--- src/rtl/rd_adder_pipe_pkg.sv ---
// Kill/propagate/generate encoding shared by the recursive-doubling adder.
package kpg_pkg;

    typedef logic [1:0] kpg_t;

    localparam kpg_t KPG_KILL = 2'b00;
    localparam kpg_t KPG_PROP = 2'b01;
    localparam kpg_t KPG_GEN  = 2'b11;

    // 2'b10 never leaves the input rank but is still a propagate code.
    function automatic logic is_prop(kpg_t k);
        return k[1] ^ k[0];
    endfunction

endpackage

--- src/rtl/rd_adder_pipe_if.sv ---
// Operand/result handshake bundle for rd_adder_pipe.
interface rd_adder_pipe_if #(
    parameter int unsigned WIDTH = 8
);
    logic             flush;
    logic             in_valid;
    logic             in_ready;
    logic [WIDTH-1:0] a;
    logic [WIDTH-1:0] b;
    logic             cin;
    logic             sub;
    logic             out_valid;
    logic             out_ready;
    logic [WIDTH-1:0] sum;
    logic             cout;
    logic             ovf;
    logic             zero;

    modport master (
        output flush, in_valid, a, b, cin, sub, out_ready,
        input  in_ready, out_valid, sum, cout, ovf, zero
    );

    modport slave (
        input  flush, in_valid, a, b, cin, sub, out_ready,
        output in_ready, out_valid, sum, cout, ovf, zero
    );
endinterface

--- src/rtl/rd_adder_pipe_kpg_cell.sv ---
// 2:1 KPG combine: a propagating upper span takes the lower span's status.
module kpg_cell
    import kpg_pkg::*;
(
    input  kpg_t hi_i,
    input  kpg_t lo_i,
    output kpg_t out_o
);
    assign out_o = is_prop(hi_i) ? lo_i : hi_i;
endmodule

--- src/rtl/rd_adder_pipe.sv ---
// Pipelined recursive-doubling adder/subtractor: input KPG rank, one rank
// per doubling level, then a registered result rank.
module rd_adder_pipe
    import kpg_pkg::*;
#(
    parameter  int unsigned WIDTH = 8,
    localparam int unsigned LOG2W = $clog2(WIDTH)
) (
    input  logic           clk,
    input  logic           rst,
    rd_adder_pipe_if.slave bus
);

    logic                   vld_q [0:LOG2W];
    kpg_t [WIDTH:0]         kpg_q [0:LOG2W];
    logic [WIDTH-1:0]       hs_q  [0:LOG2W];
    logic                   vld_d [0:LOG2W];
    kpg_t [WIDTH:0]         kpg_d [0:LOG2W];
    logic [WIDTH-1:0]       hs_d  [0:LOG2W];
    kpg_t [WIDTH:0]         lvl   [0:LOG2W-1];

    logic [WIDTH-1:0] b_eff;
    kpg_t [WIDTH:0]   kpg_in;
    logic             advance;
    logic             out_valid_q;
    logic [WIDTH-1:0] sum_q, sum_d, carry;
    logic             cout_q, cout_d, ovf_q, zero_q;
    kpg_t             top_k;

    assign b_eff        = bus.sub ? ~bus.b : bus.b;
    assign advance      = !out_valid_q || bus.out_ready;
    assign bus.in_ready = advance;

    // Vector index 0 is the carry-in (bit position -1).
    always_comb begin
        kpg_in[0] = (bus.sub || bus.cin) ? KPG_GEN : KPG_KILL;
        for (int unsigned i = 0; i < WIDTH; i++) begin
            kpg_in[i+1] = {bus.a[i] & b_eff[i], bus.a[i] | b_eff[i]};
        end
    end

    for (genvar j = 0; j < LOG2W; j++) begin : g_dbl
        for (genvar i = 0; i <= WIDTH; i++) begin : g_pos
            if (i >= (1 << j)) begin : g_cell
                kpg_cell u_cell (
                    .hi_i  (kpg_q[j][i]),
                    .lo_i  (kpg_q[j][i - (1 << j)]),
                    .out_o (lvl[j][i])
                );
            end else begin : g_pass
                assign lvl[j][i] = kpg_q[j][i];
            end
        end
    end

    for (genvar r = 0; r <= LOG2W; r++) begin : g_rank
        if (r == 0) begin : g_in
            assign vld_d[r] = bus.in_valid;
            assign kpg_d[r] = kpg_in;
            assign hs_d[r]  = bus.a ^ b_eff;
        end else begin : g_lvl
            assign vld_d[r] = vld_q[r-1];
            assign kpg_d[r] = lvl[r-1];
            assign hs_d[r]  = hs_q[r-1];
        end
    end

    // LOG2W levels leave the top position one span short of the carry-in,
    // so the carry-out takes one extra combine against index 0.
    kpg_cell u_cout (
        .hi_i  (kpg_q[LOG2W][WIDTH]),
        .lo_i  (kpg_q[LOG2W][0]),
        .out_o (top_k)
    );

    always_comb begin
        for (int unsigned i = 0; i < WIDTH; i++) begin
            carry[i] = (kpg_q[LOG2W][i] == KPG_GEN);
        end
    end

    assign sum_d  = hs_q[LOG2W] ^ carry;
    assign cout_d = (top_k == KPG_GEN);

    always_ff @(posedge clk or posedge rst) begin
        if (rst) begin
            for (int unsigned r = 0; r <= LOG2W; r++) begin
                vld_q[r] <= 1'b0;
                kpg_q[r] <= '0;
                hs_q[r]  <= '0;
            end
            out_valid_q <= 1'b0;
            sum_q       <= '0;
            cout_q      <= 1'b0;
            ovf_q       <= 1'b0;
            zero_q      <= 1'b0;
        end else begin
            if (advance) begin
                for (int unsigned r = 0; r <= LOG2W; r++) begin
                    vld_q[r] <= vld_d[r];
                    kpg_q[r] <= kpg_d[r];
                    hs_q[r]  <= hs_d[r];
                end
                out_valid_q <= vld_q[LOG2W];
                sum_q       <= sum_d;
                cout_q      <= cout_d;
                ovf_q       <= carry[WIDTH-1] ^ cout_d;
                zero_q      <= (sum_d == '0);
            end
            if (bus.flush) begin
                for (int unsigned r = 0; r <= LOG2W; r++) begin
                    vld_q[r] <= 1'b0;
                end
                out_valid_q <= 1'b0;
            end
        end
    end

    assign bus.out_valid = out_valid_q;
    assign bus.sum       = sum_q;
    assign bus.cout      = cout_q;
    assign bus.ovf       = ovf_q;
    assign bus.zero      = zero_q;

endmodule

--- src/flat_wrapper.sv ---
// flat-port wrapper written by rule: the top's interface ports become plain ports
module rd_adder_pipe_flat import kpg_pkg::*;
#(
    parameter  int unsigned WIDTH = 8,
    localparam int unsigned LOG2W = $clog2(WIDTH)
)
  (clk, rst, bus_flush, bus_in_valid, bus_a, bus_b, bus_cin, bus_sub, bus_out_ready, bus_in_ready, bus_out_valid, bus_sum, bus_cout, bus_ovf, bus_zero);
  rd_adder_pipe_if #(.WIDTH(WIDTH)) bus_i ();
  input  logic clk;
  input  logic rst;
  input wire logic [$bits(bus_i.flush)-1:0] bus_flush;
  input wire logic [$bits(bus_i.in_valid)-1:0] bus_in_valid;
  input wire logic [$bits(bus_i.a)-1:0] bus_a;
  input wire logic [$bits(bus_i.b)-1:0] bus_b;
  input wire logic [$bits(bus_i.cin)-1:0] bus_cin;
  input wire logic [$bits(bus_i.sub)-1:0] bus_sub;
  input wire logic [$bits(bus_i.out_ready)-1:0] bus_out_ready;
  output wire logic [$bits(bus_i.in_ready)-1:0] bus_in_ready;
  output wire logic [$bits(bus_i.out_valid)-1:0] bus_out_valid;
  output wire logic [$bits(bus_i.sum)-1:0] bus_sum;
  output wire logic [$bits(bus_i.cout)-1:0] bus_cout;
  output wire logic [$bits(bus_i.ovf)-1:0] bus_ovf;
  output wire logic [$bits(bus_i.zero)-1:0] bus_zero;
  assign bus_i.flush = bus_flush;
  assign bus_i.in_valid = bus_in_valid;
  assign bus_i.a = bus_a;
  assign bus_i.b = bus_b;
  assign bus_i.cin = bus_cin;
  assign bus_i.sub = bus_sub;
  assign bus_i.out_ready = bus_out_ready;
  assign bus_in_ready = bus_i.in_ready;
  assign bus_out_valid = bus_i.out_valid;
  assign bus_sum = bus_i.sum;
  assign bus_cout = bus_i.cout;
  assign bus_ovf = bus_i.ovf;
  assign bus_zero = bus_i.zero;
  rd_adder_pipe #(.WIDTH(WIDTH)) u_core (.clk(clk), .rst(rst), .bus(bus_i));
endmodule
--- config.mk ---
export PLATFORM = sky130hd
export DESIGN_NAME = rd_adder_pipe_flat
export DESIGN_NICKNAME = d
export VERILOG_FILES = /design/src/rtl/rd_adder_pipe_pkg.sv /design/src/rtl/rd_adder_pipe_if.sv /design/src/rtl/rd_adder_pipe_kpg_cell.sv /design/src/rtl/rd_adder_pipe.sv /design/src/flat_wrapper.sv
export SDC_FILE = /design/constraint.sdc
export NUM_CORES = 1
export LEC_CHECK = 0
export CAP_MARGIN = 10
export CELL_PAD_IN_SITES_DETAIL_PLACEMENT = 0
export CELL_PAD_IN_SITES_GLOBAL_PLACEMENT = 1
export CORE_MARGIN = 2
export CORE_UTILIZATION = 41
export CTS_CLUSTER_SIZE = 14
export DETAILED_ROUTE_END_ITERATION = 12
export PLACE_DENSITY_LB_ADDON = 0.15
export SLEW_MARGIN = 20
export SYNTH_ARGS = -nofsm -noshare
export SYNTH_HDL_FRONTEND = slang
export SYNTH_SLANG_ARGS = --single-unit
--- constraint.sdc ---
create_clock -name clk -period 4.2 [get_ports clk]
set_input_delay 1.26 -clock clk [delete_from_list [all_inputs] [get_ports clk]]
set_output_delay 1.26 -clock clk [all_outputs]
set_load 0.01 [all_outputs]
==> results of run 1 <==
report_power, final:
part           leakage [nW]  switching, W  internal [W]
Clock                 0.316      0.000488       0.00103
Combinational          1.26      0.000214      0.000236
Sequential             1.36      0.000168       0.00132
area by class of cell:
type                       count  area share [%]
clock buffer                  21            7.48
clock inverter                11            2.47
inverter                      18            1.13
multi-input combinational    413            33.0
sequential                   116            46.2
tap                          168            3.34
timing repair buffer          40            6.37
registers in the layout (all words and copies together), names as in the netlist:
signal / cells
u_core.bus.cout: 1
u_core.bus.out_valid: 1
u_core.bus.ovf: 1
u_core.bus.sum: 8
u_core.bus.zero: 1
u_core.hs_d: 24
u_core.hs_q: 8
u_core.kpg_d: 11
u_core.kpg_q: 57
u_core.vld_d: 3
u_core.vld_q: 1
routing by layer:
metal	track usage, %	wire length [um]	share of wire, %	vias to the layer above
li1	-	-	-	1951
met1	22.6	4880	48	1740
met2	26.1	4600	46	54
met3	6.01	376	3.7	17
met4	7.06	206	2.0	0
met5	0	0	0	-
synthesized netlist by cell type:
master    number
nand2_1      203
dfrtp_1      116
nor2_1        61
a21oi_1       50
o31ai_1       34
inv_1         17
ha_1          16
clkbuf_1      11
nor3_1         9
buf_1          8
xnor2_1        8
buf_2          7
a21boi_0       6
a21o_1         6
and3b_1        6
or4_1          2
xor2_1         2
a21bo_2        1
a31oi_1        1
inv_2          1
maj3_1         1
nand3b_1       1
nand4_1        1
nor2b_1        1
o21ai_0        1
o21ai_1        1
o41ai_2        1
or4_4          1
critical path, cell delays in order:
cell	delay, ns
clkdlybuf4s50_1	0.51
nor2b_4	0.06
inv_2	0.09
clkdlybuf4s50_1	0.55
through the flow:
step	power, W	instance area (um^2)	util (%)	setup WS, ns	instances
CTS	0.00351	6290	51.9	0.458	787
global route	0.00365	6290	51.9	0.432	787
detailed placement	0.00197	5660	46.8	0.475	755
floorplan	0.00176	5150	-	0.948	573
global placement	0.00195	5660	46.8	0.464	755
finish	0.00345	6290	51.9	0.470	787
kinds of logic after synthesis:
kind of cell    after synthesis
xor+xnor                     10
compound gates              101
fa+ha+maj                    17
flops                       116
simple gates                285
buf+inv                      44
worst max-delay path by stage:
stage | endpoint | slack (ns) | cells after the start
5_1_grt | bus_in_ready | 0.43 | 4
3_3_place_gp | bus_in_ready | 0.46 | 4
3_5_place_dp | bus_in_ready | 0.47 | 4
2_1_floorplan | bus_in_ready | 0.95 | 5
6_report | bus_in_ready | 0.47 | 4
4_1_cts | bus_in_ready | 0.46 | 4
==> results.cfg, run 1 <==
[timing]
fin_skew_ns = 0.00817
hold_violations = 0
max_slew_margin_pct = 49.4
finalSetupViolCount = 0
max_slew.worst_pin.slew_ns = 0.760
rsz0062_at_grt = false
setup_tns_ns = 0
period_share_pct = 88.8
max_freq_mhz = 268
slew_viol_final = 0
hold_ws_ns = 0.463
final.min_clock_period_ns = 3.73

[drt]
via_per_inst = 4.78
totalWireLength_mm = 10.1
vias = 3762
drtPass1Iterations = 4
avgRoutedWirePerCell_um = 12.8
drt_iter0_drc = 156
postRouteAntennaNets = 0
drc_errors = 0

[worst_setup_path]
critical_path_class = in2out
r2r_start = u_core.bus.out_valid
reg2reg_to = u_core.kpg_d[21]
critPathLaunchType = primary input
path_max_fanout = 2
ff2ff_setup_slack_ns = 1.95
worstSetupStartpoint = bus_out_ready
crit_arrival_ns = 2.47
reg2regPathDepth = 5
cp-end-kind = output pin
required_ns = 2.94

[pwr]
power_density_nw_per_um2 = 549
ir_drop_v = 0.000228
power_leakage_nw = 2.94

[cells_and_area]
nFillCells = 1209
syn_to_final_growth_pct = 22.2
multiInputGateArea_um2 = 2080
n_antenna_cell = 0
drive_above_1_share_pct = 6.79
fin_nets = 645
ff_latch_area_um2 = 2900
layout_common_cells = nand2_1 (203), dfrtp_1 (116), nor2_1 (61)
final_common_cell = nand2_1

[floorplanning]
dieArea_um2 = 13500
die_h_um = 116
die_w_um = 116
num_rows = 40
coreArea_um2 = 12100
pin_count = 36
start_util_pct = 42.5

[global_route]
grt_pass1_wl_mm = 17.4
grt_pass1_vias = 3588
grt_usage_pct = 17.2
antenna_found_initial = 0
grt.overflow.total = 0
grt_start_max_net_pins = 117

[synthesis]
synth_area_leaders = dfrtp_1 (56%), nand2_1 (15%), o31ai_1 (5.0%)
synth_adder_area_share_pct = 4.08
netlist_area_um2 = 5150
yosysWarnings = 0
synthXorXnorAreaFrac_pct = 1.70
synth.area.mux_share_pct = 0
synth_top_area_share_pct = 56.4
synth_compound_area_share_pct = 12.4
ys_seq_area_share_pct = 56.4
yosys.area.top_type = dfrtp_1
avgSynthCellArea_um2 = 8.98
ys_seq_elements = 116
syn_inst = 573
syn-num-nets = 612
synth-simple-area-share_pct = 22.0
synth_top_family_by_area = simple AND/OR/NAND/NOR gates
yosysUniqueCellTypes = 28

[clock_tree]
postCtsSetupBuffers = 0
cts_hold_buf = 0
path_clk_slew_ns = 0.05
clockBufferDepth = 2
cts_tree = built
h-tree-depth = 4
clock-sinks = 116
cts-root-buf = clkbuf_16
clock_latency_ns = 0.42
cts_resized = 0
cts_buffers = 17

[placement]
dp_hpwl_mm = 6.51
io_buffer_count = 35
gp_congestion = 0.745

[min_path]
hp-class = reg2reg
hold_path_end = u_core.hs_d[11]
worstHoldStart = u_core.hs_d[11]
hold_depth = 2

[outcome]
status = finished, final reports clean

[run]
maxCapViolations = 0
Note: power is estimated with default switching activity, not from simulation.
==> inputs of run 2 (changes only) <==
--- a/config.mk
+++ b/config.mk
@@ -13,6 +13,7 @@
 export CTS_CLUSTER_SIZE = 14
 export DETAILED_ROUTE_END_ITERATION = 12
 export PLACE_DENSITY_LB_ADDON = 0.15
+export REMOVE_ABC_BUFFERS = 1
 export SLEW_MARGIN = 20
 export SYNTH_ARGS = -nofsm -noshare
 export SYNTH_HDL_FRONTEND = slang
==> run 2 against run 1 <==
Compared with the run above: total power is 5.8% lower; clock-buffer cell count is 5 higher; utilization down 0.66 points; critical path type unchanged; critical endpoint unchanged; sequential share of layout area up 0.60 points; cell area decreased by 1.3%; clock power shrank 13%; maximum frequency grew 0.75%; via count fell by 0.16%; setup slack improved by 0.028 ns.
==> results.cfg, run 2 (synthesis results as in run 1) <==
[timing]
final.min_clock_period_ns = 3.70
setup_tns_ns = 0
hold_violations = 0
fin_skew_ns = 0.0123
max_freq_mhz = 270
finalSetupViolCount = 0
max_slew_margin_pct = 44.9
rsz0062_at_grt = false
max_slew.worst_pin.slew_ns = 0.827
finalWorstSetupSlack_ns = 0.498
slew_viol_final = 0
hold_ws_ns = 0.462
period_share_pct = 88.1

[floorplanning]
die_h_um = 116
num_rows = 40
die_w_um = 116
start_util_pct = 42.5
coreArea_um2 = 12100
dieArea_um2 = 13500
pin_count = 36

[cells_and_area]
top_register = u_core.kpg_q
nFillCells = 1194
fin_nets = 646
utilization_pct = 51.3
drive_above_1_share_pct = 5.98
final_common_cell = nand2_1
design_area_um2 = 6210
syn_to_final_growth_pct = 20.6
layout_common_cells = nand2_1 (203), dfrtp_1 (116), nor2_1 (61)
n_antenna_cell = 0
largest_reg_flops = 57

[clock_tree]
cts_tree = built
cts_buffers = 17
h-tree-depth = 4
cts_hold_buf = 0
path_clk_slew_ns = 0.05
clock_latency_ns = 0.41
postCtsSetupBuffers = 0
clockBufferDepth = 2
clock-sinks = 116
cts-root-buf = clkbuf_16
cts_resized = 0

[global_route]
grt.overflow.total = 0
grt_start_max_net_pins = 85
busiest_layer = met2
grt_util_met1_pct = 22.2
grt_pass1_vias = 3654
use_met3_pct = 5.02
grt_usage_pct = 16.9
grt_pass1_wl_mm = 17.4
globalRouteMet2Util_pct = 25.7
antenna_found_initial = 0

[worst_setup_path]
worst_path_max_delay_cell = clkdlybuf4s50_1
crit_arrival_ns = 2.44
critPathLaunchType = primary input
critical_path_class = in2out
required_ns = 2.94
r2r_start = u_core.bus.out_valid
path_max_fanout = 2
slowest_delay_ns = 0.54
worstSetupStartpoint = bus_out_ready
cpMostUsedCell = clkdlybuf4s50_1
cp-end-kind = output pin
path_cells = clkdlybuf4s50_1, nor2b_4, inv_2, clkdlybuf4s50_1

[pwr]
power_density_nw_per_um2 = 524
ir_drop_v = 0.000226
power_leakage_nw = 2.90

[drt]
totalWireLength_mm = 9.92
postRouteAntennaNets = 0
drt_iter0_drc = 134
drtPass1Iterations = 4
drc_errors = 0
via_per_inst = 4.77
vias = 3756
avgRoutedWirePerCell_um = 12.6

[outcome]
status = finished, final reports clean

[placement]
io_buffer_count = 35
dp_hpwl_mm = 6.47
gp_congestion = 0.726
pre_cts_slack_ns = 0.483
placed_area_um2 = 5670

[run]
maxCapViolations = 0

[min_path]
hp-class = reg2reg
worstHoldStart = u_core.hs_d[18]
-- run 2: cell count changes in the layout (fill, tap and decap cells not counted) --
cell and delta:
clkbuf_1 +5, inv_4 +1, buf_4 +1, bufinv_16 -3, clkinvlp_4 -1, clkinv_2 -3
-- run 2: final cells by class --
type	count	area [um^2]	share of cell area, %
clock buffers	26	489	7.88
multi-input cells	413	2080	33.5
clock inverters	5	50.0	0.806
repair buffers	41	408	6.57
flip-flops and latches	116	2900	46.8
well taps	168	210	3.39
inverters	18	70.1	1.13
-- run 2: power breakdown --
| part | leakage [nW] | switching (W) | total, W | internal [W] |
|---|---|---|---|---|
| Combinational | 1.27 | 0.000212 | 0.000448 | 0.000236 |
| Sequential | 1.36 | 0.000166 | 0.00149 | 0.00132 |
| Clock | 0.268 | 0.000469 | 0.00132 | 0.000851 |
| Total | 2.90 | 0.000847 | 0.00325 | 0.00241 |
-- run 2: stage by stage --
stage / instances / total power, W
finish: 787 / 0.00325
global route: 787 / 0.00343
CTS: 787 / 0.00330
detailed placement: 756 / 0.00196
global placement: 756 / 0.00194
floorplan: 547 / 0.00176
-- run 2: worst paths after layout --
kind                       slack, ns  cells past startpoint           endpoint
hold / removal                  0.46                      2    u_core.hs_d[18]
max in group asynchronous       2.15                      3  u_core.bus.sum[6]
min in group asynchronous       1.33                      2  u_core.bus.sum[1]
setup / recovery                0.50                      4       bus_in_ready
hold reg to reg                 0.46                      2    u_core.hs_d[18]
setup reg to reg                1.89                      5    u_core.kpg_d[5]
-- run 2: worst max-delay path, delay by kind of cell --
family                 cells  cell delay [ns]
buffers and inverters      3             1.12
and+or+nand+nor            1             0.06
-- run 2: layer usage --
layer | up-vias | wire (um)
li1 | 1949 | -
met1 | 1744 | 4920
met2 | 48 | 4480
met3 | 15 | 310
met4 | 0 | 203
met5 | - | 0
